<file path="config.mk">
export PLATFORM = sky130hd
export DESIGN_NAME = segvect_match
export DESIGN_NICKNAME = d
export VERILOG_FILES = /design/src/rtl/segvect_match.sv
export SDC_FILE = /design/constraint.sdc
export NUM_CORES = 1
export LEC_CHECK = 0
export CORE_MARGIN = 2
export CORE_UTILIZATION = 52
export DETAILED_ROUTE_END_ITERATION = 7
export GPL_ROUTABILITY_DRIVEN = 0
export PLACE_DENSITY = 0.82
export SLEW_MARGIN = 10
export SYNTH_ARGS = -nofsm -noshare
export SYNTH_HDL_FRONTEND = slang
export SYNTH_SLANG_ARGS = --single-unit
</file>
<file path="constraint.sdc">
create_clock -name clk -period 3.5 [get_ports clk]
set_input_delay 0.7 -clock clk [delete_from_list [all_inputs] [get_ports clk]]
set_output_delay 0.7 -clock clk [all_outputs]
set_load 0.05 [all_outputs]
</file>
<file path="src/rtl/segvect_match.sv">
// Match resolver behind the segment vector memory: it validates and ID-checks 13 segment words,
// ANDs their rule masks, priority-encodes the lowest surviving rule, and keeps lookup and hit counts.

module segvect_lane #(
    parameter int MASKWID = 13,
    parameter int IDWID   = 8,
    parameter int DATA    = 23
) (
    input  logic [DATA-1:0]    word,
    output logic               v,
    output logic               wc,
    output logic [IDWID-1:0]   id,
    output logic [MASKWID-1:0] emask
);
    assign v     = word[DATA-1];
    assign wc    = word[DATA-2];
    assign id    = word[MASKWID +: IDWID];
    // A wildcarded segment does not restrict the rule set.
    assign emask = wc ? '1 : word[MASKWID-1:0];
endmodule

module segvect_match #(
    parameter int KWID    = 104,
    parameter int NSEG    = KWID / 8,
    parameter int MASKWID = 13,
    parameter int SEGWID  = 10,
    parameter int IDWID   = SEGWID - 2,
    parameter int DATA    = MASKWID + SEGWID,
    parameter int VTWID   = DATA * NSEG,
    parameter int IXWID   = 4,
    parameter int CNTWID  = 32
) (
    input  logic                   clk,
    input  logic                   rst,
    input  logic [VTWID-1:0]       rdi,
    input  logic                   ivld,
    input  logic                   clr,
    output logic                   ovld,
    output logic                   hit,
    output logic [IDWID+IXWID-1:0] ruleid,
    output logic                   multi,
    output logic                   err,
    output logic [CNTWID-1:0]      lkcnt,
    output logic [CNTWID-1:0]      hitcnt
);
    localparam int STAGES = 2;

    typedef struct packed {
        logic               allv;
        logic               idok;
        logic [IDWID-1:0]   refid;
        logic [MASKWID-1:0] andm;
    } s2_t;

    typedef struct packed {
        logic                   hit;
        logic                   multi;
        logic                   errev;
        logic [IDWID+IXWID-1:0] ruleid;
    } s3_t;

    logic [STAGES:0]              vld_pipe_q, vld_pipe_d;
    logic [VTWID-1:0]             rdi_q, rdi_d;
    s2_t                          s2_q, s2_d;
    s3_t                          s3_q, s3_d;
    logic                         ovld_q, ovld_d;
    logic                         hit_q, hit_d;
    logic [IDWID+IXWID-1:0]       ruleid_q, ruleid_d;
    logic                         multi_q, multi_d;
    logic                         err_q, err_d;
    logic [CNTWID-1:0]            lkcnt_q, lkcnt_d;
    logic [CNTWID-1:0]            hitcnt_q, hitcnt_d;

    logic [NSEG-1:0]              lane_v, lane_wc, id_bad;
    logic [NSEG-1:0][IDWID-1:0]   lane_id;
    logic [NSEG-1:0][MASKWID-1:0] lane_emask;
    logic [IDWID-1:0]             refid_c;
    logic [MASKWID-1:0]           andm_c;
    logic [IXWID-1:0]             idx_c;
    logic                         hit_c;

    for (genvar k = 0; k < NSEG; k++) begin : g_lane
        segvect_lane #(.MASKWID(MASKWID), .IDWID(IDWID), .DATA(DATA)) u_lane (
            .word  (rdi_q[DATA*k +: DATA]),
            .v     (lane_v[k]),
            .wc    (lane_wc[k]),
            .id    (lane_id[k]),
            .emask (lane_emask[k])
        );
        assign id_bad[k] = !lane_wc[k] && (lane_id[k] != refid_c);
    end

    // The reference ID comes from the lowest non-wildcard word; segment 0 is used if every word is wildcarded.
    always_comb begin
        refid_c = lane_id[0];
        for (int k = NSEG - 1; k >= 0; k--)
            if (!lane_wc[k]) refid_c = lane_id[k];
    end

    always_comb begin
        andm_c = '1;
        for (int k = 0; k < NSEG; k++) andm_c &= lane_emask[k];
    end

    always_comb begin
        idx_c = '0;
        for (int i = MASKWID - 1; i >= 0; i--)
            if (s2_q.andm[i]) idx_c = IXWID'(i);
    end

    assign hit_c = s2_q.allv && s2_q.idok && (s2_q.andm != '0);

    always_comb begin
        vld_pipe_d = {vld_pipe_q[STAGES-1:0], ivld};
        rdi_d      = ivld ? rdi : rdi_q;

        s2_d = s2_q;
        if (vld_pipe_q[0]) begin
            s2_d.allv  = &lane_v;
            s2_d.idok  = ~|id_bad;
            s2_d.refid = refid_c;
            s2_d.andm  = andm_c;
        end

        s3_d = s3_q;
        if (vld_pipe_q[1]) begin
            s3_d.hit    = hit_c;
            s3_d.ruleid = hit_c ? {s2_q.refid, idx_c} : '0;
            s3_d.multi  = hit_c && ((s2_q.andm & (s2_q.andm - MASKWID'(1))) != '0);
            s3_d.errev  = s2_q.allv && !s2_q.idok;
        end
    end

    // Output register: the priority encode is kept one stage ahead of the counter update.
    always_comb begin
        ovld_d   = vld_pipe_q[STAGES];
        hit_d    = vld_pipe_q[STAGES] && s3_q.hit;
        multi_d  = vld_pipe_q[STAGES] && s3_q.multi;
        ruleid_d = vld_pipe_q[STAGES] ? s3_q.ruleid : '0;

        lkcnt_d  = lkcnt_q;
        hitcnt_d = hitcnt_q;
        err_d    = err_q;
        if (clr) begin
            lkcnt_d  = '0;
            hitcnt_d = '0;
            err_d    = 1'b0;
        end else if (vld_pipe_q[STAGES]) begin
            if (lkcnt_q != '1) lkcnt_d = lkcnt_q + CNTWID'(1);
            if (s3_q.hit && hitcnt_q != '1) hitcnt_d = hitcnt_q + CNTWID'(1);
            if (s3_q.errev) err_d = 1'b1;
        end
    end

    always_ff @(posedge clk or negedge rst) begin
        if (!rst) begin
            vld_pipe_q <= '0;
            rdi_q      <= '0;
            s2_q       <= '0;
            s3_q       <= '0;
            ovld_q     <= 1'b0;
            hit_q      <= 1'b0;
            ruleid_q   <= '0;
            multi_q    <= 1'b0;
            err_q      <= 1'b0;
            lkcnt_q    <= '0;
            hitcnt_q   <= '0;
        end else begin
            vld_pipe_q <= vld_pipe_d;
            rdi_q      <= rdi_d;
            s2_q       <= s2_d;
            s3_q       <= s3_d;
            ovld_q     <= ovld_d;
            hit_q      <= hit_d;
            ruleid_q   <= ruleid_d;
            multi_q    <= multi_d;
            err_q      <= err_d;
            lkcnt_q    <= lkcnt_d;
            hitcnt_q   <= hitcnt_d;
        end
    end

    assign ovld   = ovld_q;
    assign hit    = hit_q;
    assign ruleid = ruleid_q;
    assign multi  = multi_q;
    assign err    = err_q;
    assign lkcnt  = lkcnt_q;
    assign hitcnt = hitcnt_q;
endmodule

</file>
==> Word level (Yosys, flattened, before mapping) <==
Cells that the tools add are included.
W data, S select, Z words.
{ "classes": {"muxes": 50, "reduce_logical": 46, "addsub": 3, "eq_ne": 15, "bitwise_logic": 13} }
{ "op_table": {"columns": ["cell", "count"], "rows": [
  ["$mux W32", 6],
  ["$and A13 B13 Y13", 13],
  ["$mux W13", 13],
  ["$mux W8", 13],
  ["$ne A8 B8 Y1", 13],
  ["$add A32 B1 Y32 const B", 2],
  ["$ne A32 B32 Y1 const B", 2],
  ["$mux W4", 13],
  ["$reduce_bool A13 Y1", 2],
  ["$mux W12", 2],
  ["$logic_and A1 B1 Y1", 20],
  ["$logic_not A1 Y1", 15],
  ["$reduce_and A13 Y1", 1],
  ["$reduce_or A13 Y1", 1],
  ["$sub A13 B1 Y13 const B", 1],
  ["$reduce_bool A2 Y1", 4],
  ["$reduce_and A2 Y1", 3],
  ["$mux W1", 3]
]} }
{ "word_totals": {"word_cells": 144, "register_bits": 420, "out_inout_bits": 80} }

==> Longest topological paths before layout <==
{ "depth": {"depth_word": 17, "depth_mapped": 13} }

==> Cells and area by module <==
A second synthesis with hierarchy kept.
{ "unflattened": {"cells_unflattened": 1884, "hier_area_um2": 21398.0} }
{ "modules_own_cells": {"columns": ["mod", "n_inst", "cells_each", "area_per_inst_um2"], "rows": [
  ["segvect_match", 1, 1572, 19299.8],
  ["segvect_lane", 13, 24, 161.4]
]} }

==> Least setup slack after synthesis <==
OpenSTA, ideal clock, no wires.
{ "synth_path": {"path_kind": "register to register", "startpoint": "register lkcnt_q[3], in the netlist lkcnt[3]", "endpoint": "register lkcnt_q[23], in the netlist lkcnt[23]", "setup_slack_ps": 507, "stages_incl_launch_ff": 11, "arrival_time_ps": 2861, "period_less_slack_ps": 2993, "setup_time_ps": 132, "path_cell_list": "dfrtp_1 nand4_1 nor4_1 nand4_1 nor4_1 a41oi_1 o21ai_1 nor2_1 nand4_1 xor2_1 nor2_1"} }
{ "synth_via": {"elab_chain_cells": 4, "elab_cells_between_ends": 7} }
{ "synth_lines": {"columns": ["element", "line", "text"], "rows": [
  ["start: declaration", "71", "logic [CNTWID-1:0] lkcnt_q, lkcnt_d;"],
  ["start signal: assignment", "178", "lkcnt_q <= lkcnt_d;"],
  ["$add A32 B1 Y32", "149", "if (lkcnt_q != '1) lkcnt_d = lkcnt_q + CNTWID'(1);"],
  ["$mux W32", "149", null],
  ["$mux W32", "148", "end else if (vld_pipe_q[STAGES]) begin"],
  ["$mux W32", "144", "if (clr) begin"]
]} }
Several ways; a longest one is shown, not always the timed one. The select of a mux whose other input is x is not followed.
A chain may end at the register's enable or synchronous reset.

==> Final worst setup path <==
{ "layout_path": {"startpoint": "register rdi_q[297]", "endpoint": "register s2_q[21] (netlist bit)"} }
{ "layout_via": {"elab_chain_cells": 17, "elab_cells_between_ends": 42} }
{ "layout_lines": {"columns": ["element", "line", "text"], "rows": [
  ["start: declaration", "63", "logic [VTWID-1:0] rdi_q, rdi_d;"],
  ["start signal: assignment", "170", "rdi_q <= rdi_d;"],
  ["$mux W8 (13 in a row)", "97", "if (!lane_wc[k]) refid_c = lane_id[k];"],
  ["$ne A8 B8 Y1", "90", "assign id_bad[k] = !lane_wc[k] && (lane_id[k] != refid_c);"],
  ["$logic_and A1 B1 Y1", "90", null],
  ["$reduce_or A13 Y1 (*)", "120", "s2_d.idok = ~|id_bad;"],
  ["$logic_not A1 Y1 (*)", "120", null],
  ["end signal: assignment", "159", "s2_q <= '0;"],
  ["end signal: assignment", "171", "s2_q <= s2_d;"],
  ["end: declaration", "64", "s2_t s2_q, s2_d;"]
]} }
Every way passes the cells marked *; elsewhere a longest branch is shown, timed or not.

==> results.json <==
{
  "cp.arrival_ns": 3.91,
  "cp-start-kind": "register",
  "htree_num_levels": 2,
  "r2r_cells": 12,
  "die_w_um": 197,
  "rr_startpoint": "rdi_q[297]$_DFFE_PN0P_",
  "async_reset_ff_share_pct": 100,
  "die_h_um": 197,
  "multi_input_area_sq_um": 8310,
  "synth_cells": 1656,
  "tns_ns": 0,
  "fin_crit_ns": 3.40,
  "clk_latency_ns": 0.57,
  "grt_pass1_wl_um": 89300,
  "drive_above_1_share_pct": 20.5,
  "vias": 15200,
  "cp_max_fo": 8,
  "grt_usage_pct": 30.1,
  "globalRoute.totalOverflow": 0,
  "synth_cell_types": 62,
  "end_kind": "register",
  "nets": 2354,
  "yosys_most_used_dff": "dfrtp_1",
  "clockBufferDepth": 3,
  "hp-class": "in2async",
  "clock-root-buffer": "clkbuf_16",
  "clkSinkCount": 420,
  "drt-pass1-iter-count": 8,
  "ys.warnings.count": 0,
  "regArea_sq_um": 10500,
  "place_area_sq_um": 24000,
  "design_area_sq_um": 25400,
  "antenna_found_initial": 10,
  "antenna_left": 0,
  "post-route-drc-count": 0,
  "wl_um": 58300,
  "maxSlewViolCount": 0,
  "rsz0062_at_grt": "false",
  "setup_viol": 0,
  "syn_area_sq_um": 19400,
  "cts_tree": "done",
  "wl_per_cell_um": 22.8,
  "relSlewSlack_pct": 10.6,
  "hold_viol": 0,
  "ys_ff_latch": 420,
  "synth_nets": 1961,
  "fillers": 2574,
  "initial_core_util_pct": 53.0,
  "ys_seq_area_share_pct": 54.1,
  "viasPerCell": 5.94,
  "r2r_end": "s2_q[21]$_DFFE_PN0P_",
  "final_common_cell": "dfrtp_1",
  "peakVddDrop_mv": 0.379,
  "fmax_mhz": 294,
  "power.density_nw_per_um2": 482,
  "grt_max_degree": 93,
  "port_buffers": 382,
  "cap_violations": 0,
  "crit_path_start": "rdi_q[297]$_DFFE_PN0P_",
  "hpwl_um": 43400,
  "io_pins": 383,
  "row_count": 70,
  "worstMarginPinSlew_ns": 1.33,
  "cts_made_buffers": 44,
  "fp.coreArea_sq_um": 36700,
  "final_cell_mix": "419 x dfrtp_1, 379 x clkdlybuf4s50_1, 281 x mux2_2",
  "areaGrowthSynthToFinish_pct": 30.9,
  "fin_crit_sh_pct": 97.1,
  "critPathKind": "reg2reg",
  "skew_ns": 0.0262,
  "p_leak_nw": 10.5,
  "dieArea_sq_um": 38900,
  "outcome": "finished, final reports clean",
  "crit_required_ns": 4.01,
  "cts_hold_buffers": 0,
  "grt_pass1_vias": 15500,
  "synth_edf_count": 0,
  "reg2reg_setup_slack_ns": 0.10,
  "clk_pin_slew_worst_paths_ns": 0.06,
  "avgSynthCellArea_sq_um": 11.7,
  "first_iter_violations": 1291
}
-- stage by stage --
| stage | power [W] | hold WS [ns] | utilization, % | std cells | setup WS, ns |
|---|---|---|---|---|---|
| finish | 0.0123 | 0.144 | 69.3 | 2556 | 0.100 |
| global route | 0.0127 | 0.212 | 69.3 | 2552 | 0.00828 |
| CTS | 0.0123 | 0.170 | 69.1 | 2545 | 0.0920 |
| detailed placement | 0.00768 | 0.475 | 65.3 | 2466 | 0.156 |
| global placement | 0.00761 | 0.465 | 65.3 | 2466 | 0.205 |
| floorplan | 0.00672 | 0.352 | - | 1656 | 0.507 |
-- power by group --
group	total (W)	switching, W	internal [W]
Clock	0.00459	0.00190	0.00269
Sequential	0.00558	0.000341	0.00523
Combinational	0.00210	0.00102	0.00108
Total	0.0123	0.00326	0.00900
-- per-layer routing --
metal	share of wire [%]	track usage (%)
met5	0.11	0
met4	4.1	12.6
met3	9.3	6.66
met2	47	49.0
met1	39	39.1
-- cell families (layout without fill, tap and decap cells) --
kind of cell	count (synthesis)	after routing	share of synthesized area (%)
flops	420	420	54.1
simple gates	378	378	9.63
mux	292	292	16.8
compound gates	258	258	9.08
xor+xnor	154	154	6.94
buf+inv	152	578	3.31
fa+ha+maj	2	2	0.129
other cells	0	6	0
-- repair_timing --
item                       in CTS  in global routing
buffers inserted                0                  5
gates resized for setup         0                  6
setup endpoints to repair       0                  9
-- worst max-delay path, stage by stage, from the launching register on --
cell,delay (ns)
dfrtp_1,0.56
buf_4,0.22
mux2i_1,0.23
o221ai_1,0.18
o211ai_1,0.31
a22oi_1,0.16
buf_4,0.23
xor2_1,0.15
nor3_1,0.20
a31oi_1,0.14
or4_1,0.53
nor3_1,0.22
a32o_1,0.20
-- layout make-up --
type	count	share of cell area, %
Sequential cell	420	41.3
Multi-Input combinational cell	1084	32.7
Timing Repair Buffer	445	17.3
Clock buffer	70	5.11
Tap cell	468	2.30
Inverter	54	0.797
Clock inverter	9	0.413
Antenna cell	6	0.0590
-- registers in the layout (all words and copies together), names as in the netlist, 3 cells and up --
register,count
ruleid,12
hitcnt,32
lkcnt,32
vld_pipe_q,3
s2_q,23
s3_q,15
rdi_q,299
-- cell usage after synthesis, types with 15 or more instances --
cell type | n | area, sq um
dfrtp_1 | 420 | 10500
mux2_2 | 281 | 3160
xor2_1 | 110 | 963
nor2_1 | 107 | 402
o22ai_1 | 79 | 494
nand2_1 | 77 | 289
o21ai_0 | 63 | 315
clkbuf_1 | 58 | 218
inv_1 | 54 | 203
xnor2_1 | 44 | 385
nand3_1 | 37 | 185
nor4_1 | 37 | 231
nor3_1 | 29 | 145
a21oi_1 | 26 | 130
buf_2 | 20 | 100
nand4_1 | 20 | 125
o221ai_1 | 19 | 166
and2_1 | 17 | 106
nand2b_1 | 15 | 93.8
-- worst max path at each step --
stage,endpoint,slack [ns],cells past startpoint
3_3_place_gp,s2_q[21]$_DFFE_PN0P_,0.21,10
3_5_place_dp,s2_q[21]$_DFFE_PN0P_,0.16,10
2_1_floorplan,lkcnt[23]$_DFFE_PN0P_,0.51,10
5_1_grt,s2_q[21]$_DFFE_PN0P_,0.008,10
6_report,s2_q[21]$_DFFE_PN0P_,0.10,12
4_1_cts,lkcnt[23]$_DFFE_PN0P_,0.09,10
No activity file was read; power rests on OpenSTA's default activity.
